### config.mk
export PLATFORM = sky130hd
export DESIGN_NAME = clk_div_sched
export DESIGN_NICKNAME = d
export VERILOG_FILES = /design/src/rtl/clk_div_sched.sv
export SDC_FILE = /design/constraint.sdc
export NUM_CORES = 1
export LEC_CHECK = 0
export ABC_AREA = 1
export BUFFER_PORTS_ARGS = -buffer_cell sky130_fd_sc_hd__buf_4
export CORE_MARGIN = 8
export CORE_UTILIZATION = 56
export DETAILED_ROUTE_END_ITERATION = 10
export GPL_ROUTABILITY_DRIVEN = 1
export HOLD_SLACK_MARGIN = 0.05
export PLACE_DENSITY_LB_ADDON = 0.15
export SYNTH_ARGS = -nofsm -noshare
export SYNTH_HDL_FRONTEND = slang
export SYNTH_SLANG_ARGS = --single-unit
export TNS_END_PERCENT = 10
### constraint.sdc
create_clock -name clk_in -period 3.35 [get_ports clk_in]
set_input_delay 0.1675 -clock clk_in [delete_from_list [all_inputs] [get_ports clk_in]]
set_output_delay 0.1675 -clock clk_in [all_outputs]
set_load 0.05 [all_outputs]
### src/rtl/clk_div_sched.sv
// Run-time divided-clock generator: clk_out/tick from clk_in with handshake-programmed ratio.
// Optional CLK_DIV_SYNC_RUN_EN puts a 2-flop synchronizer on run.
module clk_div_sched #(
  parameter int DIV_W       = 8,
  parameter int DEFAULT_DIV = 2
) (
  input  logic             clk_in,
  input  logic             reset,
  input  logic             run,
  input  logic             cfg_valid,
  input  logic [DIV_W-1:0] cfg_div,
  output logic             cfg_ready,
  output logic             clk_out,
  output logic             tick,
  output logic             busy,
  output logic [DIV_W-1:0] cur_div,
  output logic             cfg_err
);

  // state | meaning
  // IDLE  | no output clock, cnt held at 0, configs apply directly
  // RUN   | producing periods while run is high
  // STOP  | run dropped mid-period; finishing the current period
  typedef enum logic [1:0] {IDLE, RUN, STOP} state_t;

  localparam logic [DIV_W-1:0] DIV_RST = DIV_W'(DEFAULT_DIV);
  localparam logic [DIV_W-1:0] DIV_MIN = DIV_W'(2);

  state_t           state, state_nxt;
  logic [DIV_W-1:0] cnt, cnt_nxt;
  logic [DIV_W-1:0] cur_div_nxt;
  logic [DIV_W-1:0] pend_div, pend_div_nxt;
  logic             pend_vld, pend_vld_nxt;
  logic             clk_nxt, tick_nxt, err_nxt;
  logic             boundary, accept, run_q;

`ifdef CLK_DIV_SYNC_RUN_EN
  logic [1:0] run_sync;

  always_ff @(posedge clk_in or posedge reset) begin
    if (reset) run_sync <= 2'b00;
    else       run_sync <= {run_sync[0], run};
  end

  assign run_q = run_sync[1];
`else
  assign run_q = run;
`endif

  assign cfg_ready = !pend_vld;
  assign busy      = (state != IDLE);
  assign boundary  = (state != IDLE) && (cnt == cur_div - 1'b1);
  assign accept    = cfg_valid && cfg_ready;

  always_comb begin
    state_nxt    = state;
    cnt_nxt      = cnt;
    cur_div_nxt  = cur_div;
    pend_vld_nxt = pend_vld;
    pend_div_nxt = pend_div;
    err_nxt      = 1'b0;

    // RUN and STOP only differ in which state run=0 leads to; both keep counting
    if (state == IDLE) begin
      cnt_nxt = '0;
      if (run_q) state_nxt = RUN;
    end else if (boundary) begin
      cnt_nxt   = '0;
      state_nxt = run_q ? RUN : IDLE;
    end else begin
      cnt_nxt   = cnt + 1'b1;
      state_nxt = run_q ? RUN : STOP;
    end

    // a pending ratio lands only where no period is in progress
    if (pend_vld && ((state == IDLE) || boundary)) begin
      cur_div_nxt  = pend_div;
      pend_vld_nxt = 1'b0;
    end

    if (accept) begin
      if (cfg_div < DIV_MIN) begin
        err_nxt = 1'b1;
      end else if (state == IDLE) begin
        cur_div_nxt = cfg_div;
      end else begin
        pend_vld_nxt = 1'b1;
        pend_div_nxt = cfg_div;
      end
    end

    // outputs registered from next-state so they match the state they appear with
    clk_nxt  = (state_nxt != IDLE) && (cnt_nxt < (cur_div_nxt >> 1));
    tick_nxt = (state_nxt != IDLE) && (cnt_nxt == '0);
  end

  always_ff @(posedge clk_in or posedge reset) begin
    if (reset) begin
      state    <= IDLE;
      cnt      <= '0;
      cur_div  <= DIV_RST;
      pend_vld <= 1'b0;
      pend_div <= '0;
      clk_out  <= 1'b0;
      tick     <= 1'b0;
      cfg_err  <= 1'b0;
    end else begin
      state    <= state_nxt;
      cnt      <= cnt_nxt;
      cur_div  <= cur_div_nxt;
      pend_vld <= pend_vld_nxt;
      pend_div <= pend_div_nxt;
      clk_out  <= clk_nxt;
      tick     <= tick_nxt;
      cfg_err  <= err_nxt;
    end
  end

endmodule

==> summary.md <==
| Metric | Value |
|---|---|
| Setup violators final | `0` |
| Drt drc | `0` |
| Worst Hold Launch | `cfg_div[4]` |
| Post-route clock period utilization | `0.858` |
| CTS max path bufs | `2` |
| WL/cell | `13.1 µm` |
| Largest net degree at the start of global routing | `31` |
| Leakage | `0.00106 µW` |
| Critical path launch point type | `register` |
| Design Area, Final | `2050 µm²` |
| Setup TNS | `0 ns` |
| Most frequent cell on the critical path | `nand2_1` |
| Post-DP HPWL | `3.05 mm` |
| Port bufs | `24` |
| Buffers and inverters on the worst path | `3` |
| Final hold violation count | `0` |
| DRT Wirelength | `3.77 mm` |
| CORE AREA | `3030 µm²` |
| Cell family with most CP delay | `simple AND/OR/NAND/NOR gates` |
| Nets | `263` |
| Die H | `72.2 µm` |
| Reg2reg path depth | `20` |
| Crit path arrival time | `3.14 ns` |
| Dpl cell area | `1980 µm²` |
| CTS H-tree lvls | `2` |
| Reg-to-reg endpoint | `clk_out$_DFF_PP0_` |
| Via-per-instance ratio | `5.07` |
| Grt ovf | `0` |
| Worst-Skew Late Latency | `0.33 ns` |
| ANT nets after route | `0` |
| Total number of vias | `1461` |
| Fin. max-slew vios | `0` |
| Cells along the critical path | `inv_1 -> ha_1 -> inv_1 -> nand2_1 -> nand2_1 -> nor2_1 -> nor2_1 -> nand3_2 -> nor2_2 -> nand3_2 -> nand2_4 -> nand2_2 -> inv_2 -> nand2_1 -> o211ai_1 -> o21ai_1 -> ha_1 -> a21oi_1 -> nand2_1 -> a21oi_2` |
| Reg-to-reg setup timing slack | `0.48 ns` |
| Root Driver | `clkbuf_4` |
| First-pass GRT wire length | `6.55 mm` |
| Pint | `928 µW` |
| Max incr delay on CP | `0.58 ns` |
| Most frequent cells in the layout | `44 x nand2_1, 29 x dfrtp_1, 26 x inv_1` |
| Crit path time final | `2.87 ns` |
| Critical path start-end classification | `register to register` |
| Slew margin rel. | `0.260` |
| Initial antenna violation count | `0` |
| Tot GR Track Use | `0.160` |
| Combinational power share | `0.544` |
| Synthesized area | `1770 µm²` |
| Required @ worst endpoint | `3.62 ns` |
| Yosys reg bits | `30` |
| Ant. Diodes | `0` |
| Worst Hold Path EP | `cur_div[4]$_DFF_PP0_` |
| Reg power frac | `0.330` |
| Avg Cell Area, Syn | `8.22 µm²` |
| Syn_nets | `235` |
| Hold crit path type | `input pin to register` |
| GPL Wtd Cong | `0.854` |
| Pre-antenna DRT Iters | `4` |
| Die ar. | `5210 µm²` |
| Psw | `875 µW` |
| Initial core utilization | `0.583` |
| Clock power frac | `0.125` |
| Cells after synthesis | `215` |
| Vias in the first global route | `1444` |
| Tightest Pin Transition | `1.11 ns` |
| Max FO, Critical Path | `12` |
| RSZ-0062 raised after global routing | `no` |
| DR iter-0 viols | `81` |
| Commonest non-fill, non-tap cell in the layout | `nand2_1` |
| Rows | `20` |
| PD cells | `880 nW/µm²` |
| Final core area utilization | `0.677` |
| Switch share | `0.485` |
| Hold Crit Depth | `3` |
| Critical-path top delay cell | `dfstp_2` |
| Share of layout cells above drive strength 1 | `0.258` |
| Area grow syn2layout | `16.0%` |
| Reg-to-reg critical path startpoint | `cur_div[1]$_DFF_PP1_` |
| Synth cell types | `34` |
| # IOs | `25` |
| CP endpoint kind | `register` |
| TritonCTS clock tree | `built` |
| Peak VDD IR | `0.000562 V` |
| Clock slew at reported path FFs | `0.10 ns` |
| Register area share after synthesis | `0.426` |
| CTS sink cnt | `30` |
| Outcome | `finished clean` |
| CTS Buf Count | `5` |
| Number of max-cap violations | `0` |
| Setup Skew | `0.0153 ns` |
| Fmax | `348 MHz` |
| Postcts setup bufs | `0` |
| Yosys warnings | `0` |
| Die Wd | `72.2 µm` |
## cell type report
cell class	instances	area, µm²
clock buffer	6	51.3
clock inverter	2	12.5
fill	274	978
inverter	36	135
multi-input combinational	145	853
sequential	30	752
tap	44	55.1
timing repair buffer	25	190
## power groups by stage
stage | Sequential [µW] | Clock [µW] | Combinational (µW)
5_1_grt | 611 | 249 | 1100
3_5_place_dp | 603 | 0 | 986
6_report | 595 | 226 | 982
2_1_floorplan | 781 | 0 | 552
3_3_place_gp | 600 | 0 | 976
4_1_cts | 596 | 235 | 990
## kinds of logic (layout without fill, tap and decap cells)
group,Yosys count,count (layout),share of synthesized area
simple gates,100,100,0.286
fa+ha+maj,8,8,0.0567
mux,2,2,0.0127
buf+inv,40,69,0.0914
xor+xnor,8,8,0.0397
compound gates,27,27,0.0878
flops,30,30,0.426
## routing by layer
metal  part of all wire  up-vias  track usage
met5                  0        -            0
met3              0.049        4       0.0468
met2               0.48       27        0.255
li1                   -      748            -
met4             0.0095        0       0.0567
met1               0.46      682        0.200
## flip-flops by register name, indices dropped and copies added (netlist names)
name,count
cfg_err,1
clk_out,1
cnt,8
cur_div,8
pend_div,8
pend_vld,1
state,2
tick,1
## Yosys cell counts (all sizes together)
| cell | count | area share |
|---|---|---|
| nand3 | 15 | 0.059 |
| dfstp | 1 | 0.015 |
| nand4 | 4 | 0.014 |
| ha | 8 | 0.057 |
| clkinv | 2 | 0.0043 |
| clkbuf | 2 | 0.0043 |
| nor4 | 2 | 0.0071 |
| nor2 | 21 | 0.052 |
| nand2 | 48 | 0.11 |
| and3 | 1 | 0.0035 |
| and2 | 1 | 0.0035 |
| mux2 | 2 | 0.013 |
| dfrtp | 29 | 0.41 |
| a21oi | 5 | 0.016 |
| o21ai | 17 | 0.050 |
| buf | 2 | 0.011 |
| inv | 34 | 0.072 |
| nor3 | 2 | 0.0057 |
| or2 | 3 | 0.012 |
| xnor2 | 5 | 0.025 |
| o211ai | 5 | 0.021 |
| xor2 | 3 | 0.015 |
| nor3b | 3 | 0.018 |
## repair_timing
action                    in CTS  in global routing
hold endpoints to repair       2                  0
hold buffers                   1                  0
resized for setup              0                  0
## worst register-to-register path: stages, from the launching register on
cell      delay [ns]
dfstp_2         0.58
inv_1           0.05
ha_1            0.21
inv_1           0.06
nand2_1         0.04
nand2_1         0.08
nor2_1          0.05
nor2_1          0.12
nand3_2         0.08
nor2_2          0.10
nand3_2         0.09
nand2_4         0.16
nand2_2         0.14
inv_2           0.14
nand2_1         0.07
o211ai_1        0.08
o21ai_1         0.11
ha_1            0.31
a21oi_1         0.16
nand2_1         0.09
a21oi_2         0.11
## per-stage QoR
stage	std cells	power [µW]	hold slack, ns	setup WS (ns)
after floorplan	215	1330	0.239	0.625
after global placement	279	1580	0.316	0.575
after detailed placement	279	1590	0.313	0.505
after CTS	288	1820	0.0683	0.477
after global routing	288	1960	0.0695	0.159
final	288	1800	0.0859	0.476
## worst max-delay path by stage
stage,startpoint,endpoint,slack [ns],cells after the start
after detailed placement,cur_div[1]$_DFF_PP1_,clk_out$_DFF_PP0_,0.51,20
final,cur_div[1]$_DFF_PP1_,clk_out$_DFF_PP0_,0.48,20
after CTS,cur_div[1]$_DFF_PP1_,clk_out$_DFF_PP0_,0.48,20
after global routing,cur_div[1]$_DFF_PP1_,clk_out$_DFF_PP0_,0.16,22
after floorplan,cur_div[0]$_DFF_PP0_,clk_out$_DFF_PP0_,0.62,20
after global placement,cur_div[1]$_DFF_PP1_,clk_out$_DFF_PP0_,0.58,20
Note: power is estimated with default switching activity, not from simulation.
